==> src/rtl/alu_pkg.sv <==
// Shared types for the bitwise ALU.
// Opcode encoding and default datapath width.
package alu_pkg;

  localparam int ALU_WIDTH = 8;

  typedef enum logic [1:0] {
    OP_AND = 2'b00,
    OP_NOT = 2'b01,
    OP_XOR = 2'b10,
    OP_OR  = 2'b11
  } alu_op_t;

endpackage

==> src/rtl/alu_logic_core.sv <==
// Combinational bitwise core of the ALU.
// Produces the result and its all-zeros flag.
module alu_logic_core
  import alu_pkg::*;
#(
  parameter int WIDTH = ALU_WIDTH
) (
  input  logic [WIDTH-1:0] a,
  input  logic [WIDTH-1:0] b,
  input  alu_op_t          op,
  output logic [WIDTH-1:0] res,
  output logic             res_zero
);

  always_comb begin
    res = a | b;
    unique case (op)
      OP_AND:  res = a & b;
      OP_NOT:  res = ~a;
      OP_XOR:  res = a ^ b;
      default: res = a | b;
    endcase
  end

  assign res_zero = ~|res;

endmodule

==> src/rtl/alu.sv <==
// Bitwise ALU with a single output register stage.
// Y/zero hold on idle cycles; out_valid marks fresh results.
module alu
  import alu_pkg::*;
#(
  parameter int WIDTH = ALU_WIDTH
) (
  input  logic             clk,
  input  logic             rst,
  input  logic             in_valid,
  input  logic [WIDTH-1:0] A,
  input  logic [WIDTH-1:0] B,
  input  logic [1:0]       opcode,
  output logic [WIDTH-1:0] Y,
  output logic             zero,
  output logic             out_valid
);

  logic [WIDTH-1:0] res;
  logic             res_zero;

  alu_logic_core #(.WIDTH(WIDTH)) u_core (
    .a       (A),
    .b       (B),
    .op      (alu_op_t'(opcode)),
    .res     (res),
    .res_zero(res_zero)
  );

  always_ff @(posedge clk or posedge rst) begin
    if (rst) begin
      Y         <= '0;
      zero      <= 1'b1;
      out_valid <= 1'b0;
    end else begin
      out_valid <= in_valid;
      if (in_valid) begin
        Y    <= res;
        zero <= res_zero;
      end
    end
  end

endmodule

==> config.mk <==
export PLATFORM = sky130hd
export DESIGN_NAME = alu
export DESIGN_NICKNAME = d
export VERILOG_FILES = /design/src/rtl/alu_pkg.sv /design/src/rtl/alu_logic_core.sv /design/src/rtl/alu.sv
export SDC_FILE = /design/constraint.sdc
export NUM_CORES = 1
export LEC_CHECK = 0
export ABC_AREA = 1
export CORE_UTILIZATION = 45
export DETAILED_ROUTE_END_ITERATION = 10
export GPL_ROUTABILITY_DRIVEN = 0
export GPL_TIMING_DRIVEN = 0
export PLACE_DENSITY = 0.8
export SYNTH_ARGS = -nofsm -noshare
export SYNTH_HDL_FRONTEND = slang
export SYNTH_SLANG_ARGS = --single-unit
==> constraint.sdc <==
create_clock -name clk -period 1 [get_ports clk]
set_clock_uncertainty 0.1 [all_clocks]
set_input_delay 0.2 -clock clk [delete_from_list [all_inputs] [get_ports clk]]
set_output_delay 0.2 -clock clk [all_outputs]
set_load 0.02 [all_outputs]
# --- Word-level counts from Yosys, hierarchy flattened ---
# Index checks and enable logic that the tools add are counted.
word_totals:
  in_bits: 21
  reg_bits: 10
  elab_cells: 13
  out_inout_bits: 10
op_classes:
  reduce_logical: 3
  mux: 1
  n_eq_ne: 2
  bitwise_logic: 4
ops:
  columns: ["op", "n"]
  rows:
  - ["case mux 8 bit (3 select lines)", 1]
  - ["bitwise AND 8 bit", 1]
  - ["inverter 8 bit", 1]
  - ["OR 8 bit", 1]
  - ["OR reduction 8 bit", 1]
  - ["bitwise XOR 8 bit", 1]
  - ["equality test 2 x 1 -> 1 bit, second input constant", 1]
  - ["equality test 2 bit, second input constant", 1]
  - ["zero test 2 bit", 1]
  - ["zero test 1 bit", 1]

# --- Depth between registers and ports, before layout ---
# Gate-level depths: netlist of run 1.
logic_depth:
  word_depth: 4
  mapped_depth: 10
  ltp_nobuf: 9

# --- Modules after synthesis ---
# From an unflattened synthesis of run 1, not the netlist that was laid out.
hier_totals:
  hier_cells: 132
  hier_area_um2: 1071.0
by_module_without_submodules:
  columns: ["module", "seq_area_each_um2", "n_inst", "cells_per_inst", "area_each_um2"]
  rows:
  - ["alu_logic_core", 0.0, 1, 92, 699.4]
  - ["alu", 251.5, 1, 40, 371.6]

# --- Worst setup path before layout of run 1 ---
# Ideal clock, no wire load.
synth_path:
  path_type: "input to register"
  from: "in A[6]"
  to: "reg zero"
  n_path_buf: 0
  stages: 9
  path_slack_ns: -0.203
  arrival_ns: 1.042
  required_ns: 0.840
  setup_time_ns: 0.060
  cell_sequence: "inv_1 -> ha_1 -> o21ai_0 -> nand3_2 -> nand2_1 -> nand2_1 -> nor2_1 -> nand2_1 -> nand2_1"
synth_via:
  elab_chain_cells: 4
  word_cells_on_any_way: 7
  cone_classes: "mux: 1; bitwise: 4; reduce/logical: 2"
synth_rtl:
  columns: ["element", "line_no", "text"]
  rows:
  - ["start: declaration", "alu.sv:11", "input logic [WIDTH-1:0] A,"]
  - ["OR 8 bit, or another cell as far along", "alu_logic_core.sv:21", "default: res = a | b;"]
  - ["case mux 8 bit (3 select lines) *", "alu_logic_core.sv:17", "unique case (op)"]
  - ["OR reduction 8 bit *", "alu_logic_core.sv:25", "assign res_zero = ~|res;"]
  - ["zero test 1 bit *", "alu_logic_core.sv:25", null]
  - ["end signal: assignment", "alu.sv:39", "zero <= res_zero;"]
  - ["end: declaration", "alu.sv:15", "output logic zero,"]
# Mark *: on every way between the ends. The rest lies on a longest branch, timed or not.
# A chain may end at the register's enable or synchronous reset.

# --- Final worst setup path of run 1 ---
layout_path:
  from: "reg zero"
  to: "out zero"
# No word-level cell between the ends.

==> impl_summary.txt, run 1 <==
----------------------------------------------------
[Critical path]
  Ordered cell list for the critical path ... buf_6
  CP top delay family ... flip-flops
  Crit path largest cell delay ... 580 ps
  WP data required ... 700 ps
  Crit path kind ... reg2out
  Critical Path Start Type ... register
  Critical path arrival ... 1000 ps
  Biggest fanout along the worst timing path ... 2
  Critical-path cell with the highest stage delay ... dfstp_2
  Buffer and inverter count on the worst path ... 1
  Critical path endpoint category ... output port

[Finish]
  Final design area excluding fillers ... 0.00178 mm²
  Number of antenna cells inserted ... 0
  Share of final-layout standard cells stronger than drive strength 1 ... 68.5%
  Util after Layout ... 90.8%
  Area added between synthesis and finish ... 89.6%
  Combined area of the multi-input logic cells ... 785 µm²
  Fillers ... 86
  Number of nets in the final layout ... 219
  Register area ... 251 µm²

[Global routing]
  Overall fraction of global-route tracks in use ... 24.3%
  Maximum number of pins on one net before global-route repair ... 11
  Initial antenna violation count ... 0
  Via count of the first global-routing pass ... 980
  Sum of overflow across all layers after global routing ... 0
  First-pass GRT wire length ... 3800 µm

[Logic synthesis]
  Number of unique standard cell types used by synthesis ... 17
  Area contributors post-synth ... dfrtp_1 (24%), ha_1 (21%), nand2_1 (14%)
  Mapped Nets ... 163
  Most instantiated library cell after synthesis ... nand2_1
  Number of flip-flops and latches in the synthesized netlist ... 10
  Synth area leader ... dfrtp_1
  Number of synthesis warnings ... 0
  Primary FF master, synth ... dfrtp_1
  Post-synthesis async set-or-reset flop share ... 100%
  Mean Syn Cell Area ... 7.46 µm²
  Number of enable-type register cells in the synthesized netlist ... 0
  Top cell types by occurrence after synthesis ... nand2_1 (34), ha_1 (16), inv_1 (14)
  Sequential fraction of the synthesis area ... 26.8%
  Post-synthesis cell count ... 126
  Area share of the largest cell type after synthesis ... 24.0%
  Netlist area before placement ... 940 µm²

[Floorplan]
  Core area ... 0.00196 mm²
  Overall die width ... 47.7 µm
  Die extent in y ... 47.7 µm
  Die area ... 0.00227 mm²
  IO Pins ... 31
  Initial core utilization ... 47.9%
  Number of placement rows ... 16

[STA]
  Setup-failing EPs final ... 11
  Share of the cycle needed by the critical path after routing ... 130%
  Min cycle time layout ... 1300 ps
  Worst-margin pin slew ... 381 ps
  Final hold vios ... 0
  Final TNS setup ... -1560 ps
  Minimum setup slack in the final design ... -301 ps
  Slew margin rel. ... 74.6%
  Total count of max-transition violations in the final report ... 0
  RSZ-0062 raised after global routing ... true
  Timing-limited maximum frequency ... 769 MHz

[Clocking]
  Source-to-sink clock delay at the later pin of the worst-skew pair ... 290 ps
  Max Buffers Root-to-Sink ... 2
  Total number of H-tree levels ... 1
  Clock edge transition at the registers on the reported setup and hold paths ... 90 ps
  Clock sinks ... 10
  CTS root buffer ... clkbuf_4
  Clock buffer count from CTS ... 3
  TritonCTS clock tree ... yes

[Routing]
  Detailed Route Iter0 Violations ... 37
  Routed wire length per instance ... 17.0 µm
  First drt pass iteration count ... 4
  Detail-routed via count per cell ... 5.50
  Drt drc ... 0
  Routed wire length ... 3540 µm
  Post-detailed-route count of antenna-violating nets ... 0
  Via Count ... 1,145

[Place]
  Cell area reported after detailed placement ... 0.00139 mm²
  Placement-stage worst setup slack ... -883 ps
  Port Buffers ... 30
  Final HPWL from detailed placement ... 1650 µm

[Status]
  Run status ... finished with violations
  Failing checks ... setup timing

[Power and ir drop]
  Static leakage ... 0.867 nW
  PD cells ... 965 mW/mm²
  Worst vdd ir ... 0.000835 V

[Min path]
  Worst hold path type ... in2async

[Job]
  Max_cap viols ... 0

----------------------------------------------------
logic make-up (layout without fill, tap and decap cells):
logic type / after synthesis / count (layout) / synth area share, %
AO/OA/AOI/OAI: 13 / 13 / 6.92
adder cells (fa/ha/maj): 16 / 16 / 21.3
AND/OR/NAND/NOR: 63 / 63 / 32.9
flip-flops: 10 / 10 / 26.8
buffers and inverters: 24 / 79 / 12.1
metal layers:
layer / global-route usage, % / share of wire [%] / up-vias
met5: 0 / 0 / -
li1: - / - / 514
met4: 12.8 / 5.4 / 0
met3: 3.02 / 6.3 / 27
met2: 51.4 / 54 / 87
met1: 21.3 / 34 / 517
final timing paths:
check	endpoint	from	slack (ps)	depth (start not counted)
max in group asynchronous	zero$_DFFE_PP1P_	rst	400	2
worst min register to register	Y[6]$_DFFE_PP0P_	Y[6]$_DFFE_PP0P_	440	2
worst min-delay path	Y[1]$_DFFE_PP0P_	rst	90	2
min in group clk	out_valid$_DFF_PP0_	in_valid	140	1
worst max-delay path	zero	zero$_DFFE_PP1P_	-300	1
worst max register to register	Y[0]$_DFFE_PP0P_	Y[0]$_DFFE_PP0P_	10	4
flip-flops by register name, summed over array words and instances (netlist names):
register and count:
out_valid 1, Y 8, zero 1
through the flow:
step / hold WS (ps) / instances / power (mW)
global placement: 350 / 183 / 0.995
floorplan: -60.5 / 126 / 0.769
CTS: 120 / 206 / 1.47
finish: 93.7 / 208 / 1.72
detailed placement: 354 / 183 / 1.01
global route: 133 / 208 / 1.82
placed cells by master (no fill, tap or decap):
cell type and instances:
nand2_1 26, buf_6 22, buf_4 20, nand3_2 15, nand2_2 11, o21ai_2 10, dfrtp_1 9, inv_4 8
ha_4 8, ha_1 8, inv_2 7, buf_8 5, nor2_1 4, o21ai_1 3, nand3_1 3, clkbuf_4 3
buf_2 3, inv_6 2, buf_12 2, nor2_4 2, inv_1 2, nor2_2 2, inv_8 1, inv_12 1
clkbuf_8 1, dlygate4sd2_1 1, clkdlybuf4s50_1 1, dfstp_2 1
power breakdown:
| group | switching, mW | leakage (nW) | total, mW | internal (mW) |
|---|---|---|---|---|
| Combinational | 0.400 | 0.726 | 0.819 | 0.419 |
| Clock | 0.195 | 0.0210 | 0.417 | 0.222 |
| Sequential | 0.0354 | 0.120 | 0.483 | 0.448 |
| Total | 0.630 | 0.867 | 1.72 | 1.09 |
layout make-up:
cell class | count | area share, %
flip-flops and latches | 10 | 14.1
clock buffers | 4 | 2.04
repair buffers | 51 | 28.3
inverters | 21 | 7.23
well taps | 27 | 1.90
plain buffers | 3 | 2.39
multi-input cells | 92 | 44.0
timing repair:
| item | CTS | global route |
|---|---|---|
| resized for setup | 150 | 64 |
| setup endpoints to repair | 19 | 19 |
| hold buffers | 0 | 0 |
| setup buffers | 19 | 2 |
| pin swaps | 31 | 36 |
(Power assumes the default switching activity.)
==> inputs of run 2 (changes only) <==
Settings changed: ABC_AREA 1 to unset.
==> run 2 against run 1 <==
Compared with the run above: the run still ends with setup timing left; global-route usage fell by 2.3 points; non-clock buffer count down 16; cell area decreased by 8.8%; hold slack gained 1.9 ps; total power down 7.9%; largest cell class unchanged; count of clock-buffer cells in the layout stayed put; die area shrank 2.3%; largest power group unchanged.
==> impl_summary.txt, run 2 <==
----------------------------------------------------
[Logic synthesis]
  Area contributors post-synth ... dfrtp_1 (25%), ha_1 (22%), mux4_1 (14%)
  Mux share of post-synthesis cell area ... 26.3%
  Post-synthesis simple-gate area fraction ... 4.37%
  Arithmetic-cell share of the synthesized area counting full adders, half adders and majority gates ... 21.8%
  Post-synthesis cell count ... 85
  Number of synthesis warnings ... 0
  Number of enable-type register cells in the synthesized netlist ... 0
  Mean Syn Cell Area ... 10.8 µm²
  Number of flip-flops and latches in the synthesized netlist ... 10
  Mapped Nets ... 122
  Synth area leader ... dfrtp_1
  Primary FF master, synth ... dfrtp_1
  Compound-cell area share of the yosys netlist ... 3.82%
  Sequential fraction of the synthesis area ... 27.4%
  Area share of the largest cell type after synthesis ... 24.6%
  Number of unique standard cell types used by synthesis ... 19
  Post-Synth XOR/XNOR Area ... 0%
  Post-synthesis async set-or-reset flop share ... 100%
  Netlist area before placement ... 917 µm²
  Top cell types by occurrence after synthesis ... inv_1 (29), ha_1 (16), dfrtp_1 (9)
  Most instantiated library cell after synthesis ... inv_1
  Largest family of logic cells by synthesized area ... multiplexers

[STA]
  Timing-limited maximum frequency ... 764 MHz
  RSZ-0062 raised after global routing ... true
  Post-route worst hold slack ... 95.6 ps
  Total count of max-transition violations in the final report ... 0
  Worst-margin pin slew ... 368 ps
  Final hold vios ... 0
  Minimum setup slack in the final design ... -310 ps
  Setup-failing EPs final ... 19
  Final TNS setup ... -2580 ps
  Min cycle time layout ... 1310 ps
  Share of the cycle needed by the critical path after routing ... 131%
  Slew margin rel. ... 75.4%

[Finish]
  Final design area excluding fillers ... 0.00163 mm²
  Most common library cell in the layout ignoring fill and taps ... buf_6
  Number of nets in the final layout ... 162
  Register area ... 251 µm²
  Share of final-layout standard cells stronger than drive strength 1 ... 70.2%
  Number of antenna cells inserted ... 0
  Register with the most flip-flops ... Y
  Commonest cells after routing, fill and taps aside ... buf_6 (18), dfrtp_1 (9)
  Top flop regs ... Y x8, out_valid x1, zero x1
  Util after Layout ... 89.3%
  Fillers ... 77
  Number of flip-flops under the largest register name ... 8
  Combined area of the multi-input logic cells ... 624 µm²
  Area added between synthesis and finish ... 77.2%

[Place]
  Placement-stage worst setup slack ... -1190 ps
  Port Buffers ... 28
  Final HPWL from detailed placement ... 1490 µm
  Cell area reported after detailed placement ... 0.00143 mm²

[Global routing]
  Sum of overflow across all layers after global routing ... 0
  First-pass GRT wire length ... 3130 µm
  Maximum number of pins on one net before global-route repair ... 11
  Overall fraction of global-route tracks in use ... 22.0%
  Initial antenna violation count ... 0
  Via count of the first global-routing pass ... 723

[Floorplan]
  Number of placement rows ... 15
  IO Pins ... 31
  Initial core utilization ... 50.4%
  Overall die width ... 47.1 µm
  Core area ... 0.00182 mm²
  Die extent in y ... 47.1 µm
  Die area ... 0.00222 mm²

[Clocking]
  TritonCTS clock tree ... yes
  Total number of H-tree levels ... 1
  CTS root buffer ... clkbuf_4
  Clock buffer count from CTS ... 3
  Source-to-sink clock delay at the later pin of the worst-skew pair ... 270 ps
  Max Buffers Root-to-Sink ... 2
  Clock sinks ... 10
  Clock edge transition at the registers on the reported setup and hold paths ... 70 ps

[Routing]
  Post-detailed-route count of antenna-violating nets ... 0
  Top Metal Used ... met4
  Detailed-routed wire length on met3 ... 112 µm
  Drt drc ... 0
  Sum of routed wire segments on met1 ... 729 µm
  Detail-routed via count per cell ... 4.82
  Via Count ... 718
  Detailed Route Iter0 Violations ... 13
  First drt pass iteration count ... 4
  DR WL met2 ... 1110 µm
  Routed wire length per instance ... 13.7 µm
  Routed wire length ... 2030 µm

[Critical path]
  Critical path arrival ... 1410 ps
  Setup slack of the most critical reg-to-reg path ... -50 ps
  Critical Path Start Type ... primary input
  Biggest fanout along the worst timing path ... 2
  Depth of the worst register-to-register path ... 4
  Critical path endpoint category ... register
  WP data required ... 1100 ps
  Crit path kind ... in2reg

[Power and ir drop]
  PD cells ... 975 mW/mm²
  Worst vdd ir ... 0.000772 V
  Static leakage ... 0.751 nW

[Status]
  Run status ... finished with violations
  Failing checks ... setup timing

[Min path]
  Worst hold path type ... in2async

[Job]
  Max_cap viols ... 0

----------------------------------------------------
run 2: cell types whose count changed in the layout (fill, tap and decap cells not counted), moves of 6 or more:
| cell | previous run | this run |
|---|---|---|
| inv_1 | 2 | 8 |
| mux4_2 | 0 | 8 |
| o21ai_2 | 10 | 0 |
| nand2_1 | 26 | 0 |
| buf_4 | 20 | 8 |
| nand2_2 | 11 | 0 |
| nand3_2 | 15 | 0 |
run 2: cell type report:
type                    instances  area share, %
flip-flops and latches         10           15.5
well taps                      25           1.92
plain buffers                   3           1.85
inverters                      32           14.2
multi-input cells              40           38.4
clock buffers                   4           2.23
repair buffers                 35           25.9
run 2: layer usage:
metal,GRT usage [%],vias up
li1,-,346
met1,22.0,335
met2,39.4,26
met3,7.31,11
met4,12.6,0
met5,0,-
run 2: what timing repair did:
action	4_1_cts	5_1_grt
gates cloned	0	0
pin swaps	10	5
buffers inserted	4	3
endpoints found under the setup margin	19	19
gates resized for setup	179	2
hold buffers	0	0
run 2: per-stage QoR:
| stage | power [mW] | cells |
|---|---|---|
| final | 1.58 | 149 |
| after global routing | 1.67 | 149 |
| after CTS | 1.55 | 146 |
| after detailed placement | 1.10 | 138 |
| after global placement | 1.07 | 138 |
| after floorplan | 0.822 | 85 |
run 2: worst paths after layout:
| check | start | end |
|---|---|---|
| max | B[2] | zero$_DFFE_PP1P_ |
| min | rst | Y[2]$_DFFE_PP0P_ |
| max reg2reg | Y[4]$_DFFE_PP0P_ | Y[4]$_DFFE_PP0P_ |
| min reg2reg | zero$_DFFE_PP1P_ | zero$_DFFE_PP1P_ |
| max in group asynchronous | rst | zero$_DFFE_PP1P_ |
| min in group clk | in_valid | out_valid$_DFF_PP0_ |
run 2: logic make-up after synthesis:
kind of cell	Yosys count
simple gates	7
mux	12
flops	10
buf+inv	35
fa+ha+maj	16
compound gates	5
run 2: where the power goes:
group          switching (mW)  leakage, nW  internal, mW  total [mW]
combinational           0.301        0.617         0.413       0.715
sequential             0.0366        0.113         0.455       0.491
clock                   0.157       0.0210         0.222       0.378
run 2: critical path, stage by stage:
cell	delay, ps
buf_12	110
inv_12	40
ha_4	180
mux4_2	460
nand4bb_1	230
o31ai_2	190
==> inputs of run 3 (changes only) <==
Settings changed: CAP_MARGIN set to 20, TNS_END_PERCENT set to 50.
==> run 3 against run 2 <==
Compared with the run above: the run still ends with setup timing left; via count grew 0.28%; count of clock-buffer cells in the layout is the same; die area is the same; critical path depth is the same; cell count shrank 2.0%; register-to-register slack gained 70 ps; flip-flop and latch count is the same; largest power group unchanged.
==> impl_summary.txt, run 3 (same netlist as run 2, synthesis figures left out) <==
----------------------------------------------------
[Critical path]
  Worst reg2reg endpoint ... zero$_DFFE_PP1P_
  Depth of the worst register-to-register path ... 3
  Critical path endpoint category ... register
  Setup slack of the most critical reg-to-reg path ... 20 ps
  Setup crit end ... zero$_DFFE_PP1P_
  Crit path kind ... in2reg
  Crit path launch ... B[6]
  Critical Path Start Type ... primary input
  Startpoint of the worst register-to-register path ... zero$_DFFE_PP1P_
  WP data required ... 1110 ps
  Biggest fanout along the worst timing path ... 2
  Critical path arrival ... 1450 ps

[STA]
  Slew margin rel. ... 73.6%
  Worst-margin pin slew ... 395 ps
  Min cycle time layout ... 1350 ps
  Share of the cycle needed by the critical path after routing ... 135%
  Setup-failing EPs final ... 19
  Timing-limited maximum frequency ... 743 MHz
  Minimum setup slack in the final design ... -346 ps
  RSZ-0062 raised after global routing ... true
  Total count of max-transition violations in the final report ... 0
  Final hold vios ... 0

[Global routing]
  First-pass GRT wire length ... 3430 µm
  Maximum number of pins on one net before global-route repair ... 11
  Overall fraction of global-route tracks in use ... 23.2%
  Initial antenna violation count ... 0
  Sum of overflow across all layers after global routing ... 0
  Via count of the first global-routing pass ... 801

[Routing]
  Drt drc ... 0
  Detailed Route Iter0 Violations ... 3
  Detail-routed via count per cell ... 4.93
  Post-detailed-route count of antenna-violating nets ... 0
  Routed wire length ... 2320 µm
  First drt pass iteration count ... 4
  Routed wire length per instance ... 15.9 µm
  Via Count ... 720

[Place]
  Port Buffers ... 28
  Number of cells in the design after placement ... 138
  Cell area reported after detailed placement ... 0.00132 mm²
  Final HPWL from detailed placement ... 1530 µm

[Clocking]
  Max Buffers Root-to-Sink ... 2
  Clock buffer count from CTS ... 3
  Cts hold-fix bufs ... 0
  CTS root buffer ... clkbuf_4
  Total number of H-tree levels ... 1
  Clock sinks ... 10
  Source-to-sink clock delay at the later pin of the worst-skew pair ... 290 ps
  Clock edge transition at the registers on the reported setup and hold paths ... 80 ps
  TritonCTS clock tree ... yes

[Floorplan]
  Die extent in y ... 47.1 µm
  Core area ... 0.00182 mm²
  IO Pins ... 31
  Number of placement rows ... 15
  Initial core utilization ... 50.4%
  Die area ... 0.00222 mm²
  Overall die width ... 47.1 µm

[Finish]
  Top flop regs ... Y x8, out_valid x1, zero x1
  Most common library cell in the layout ignoring fill and taps ... buf_6
  Area added between synthesis and finish ... 67.4%
  Commonest cells after routing, fill and taps aside ... buf_6 (12), inv_4 (11), dfrtp_1 (9), inv_2 (9)
  Register with the most flip-flops ... Y
  Number of nets in the final layout ... 159
  Util after Layout ... 84.3%
  Number of flip-flops under the largest register name ... 8
  Number of cells in the finished layout apart from fillers ... 146
  Fillers ... 100
  Final design area excluding fillers ... 0.00154 mm²
  Share of final-layout standard cells stronger than drive strength 1 ... 71.1%
  Number of antenna cells inserted ... 0

[Status]
  Failing checks ... setup timing
  Run status ... finished with violations

[Job]
  Max_cap viols ... 0

[Power and ir drop]
  Worst vdd ir ... 0.000568 V
  Static leakage ... 0.715 nW
  PD cells ... 1000 mW/mm²

[Min path]
  Worst hold path type ... in2async

----------------------------------------------------
-- run 3: repair_timing --
action,CTS,global route
buffers inserted,2,2
endpoints found under the setup margin,19,19
resized for setup,172,18
pin swaps,10,4
-- run 3: worst max-delay path, cell delays in order --
cell       delay [ps]
buf_12            110
inv_12             40
ha_4              180
mux4_2            470
nand4bb_4         260
o31ai_4           180
-- run 3: worst min path at each step --
stage | from | end | cells after the start
after floorplan | rst | Y[0]$_DFFE_PP0P_ | 1
after global placement | Y[0]$_DFFE_PP0P_ | Y[0]$_DFFE_PP0P_ | 1
after detailed placement | Y[0]$_DFFE_PP0P_ | Y[0]$_DFFE_PP0P_ | 1
after CTS | rst | Y[3]$_DFFE_PP0P_ | 2
after global routing | rst | Y[5]$_DFFE_PP0P_ | 2
final | rst | Y[0]$_DFFE_PP0P_ | 2
-- run 3: area by class of cell --
| class | count | area [µm²] | area share (%) |
|---|---|---|---|
| multi-input cells | 40 | 654 | 42.6 |
| repair buffers | 32 | 347 | 22.6 |
| flip-flops and latches | 10 | 251 | 16.4 |
| inverters | 32 | 185 | 12.1 |
| clock buffers | 4 | 36.3 | 2.36 |
| well taps | 25 | 31.3 | 2.04 |
| plain buffers | 3 | 30.0 | 1.96 |
-- run 3: through the flow --
| stage | setup TNS, ps | power (mW) | hold slack, ps | setup WS (ps) |
|---|---|---|---|---|
| after global routing | -3390 | 1.61 | 155 | -380 |
| after detailed placement | -11650 | 1.03 | 394 | -1200 |
| after CTS | -2990 | 1.46 | 103 | -365 |
| after floorplan | -3010 | 0.774 | -60.5 | -427 |
| after global placement | -11110 | 0.998 | 367 | -1150 |
| final | -2960 | 1.54 | 101 | -346 |
-- run 3: power breakdown --
part,switching [mW],internal (mW)
sequential,0.0300,0.454
clock,0.180,0.222
combinational,0.306,0.347
total,0.517,1.02
-- run 3: routing by layer --
metal  wire (µm)  track usage [%]
met2        1250             42.8
met1         938             26.0
met5           0                0
met4          50             7.43
met3          83             5.77
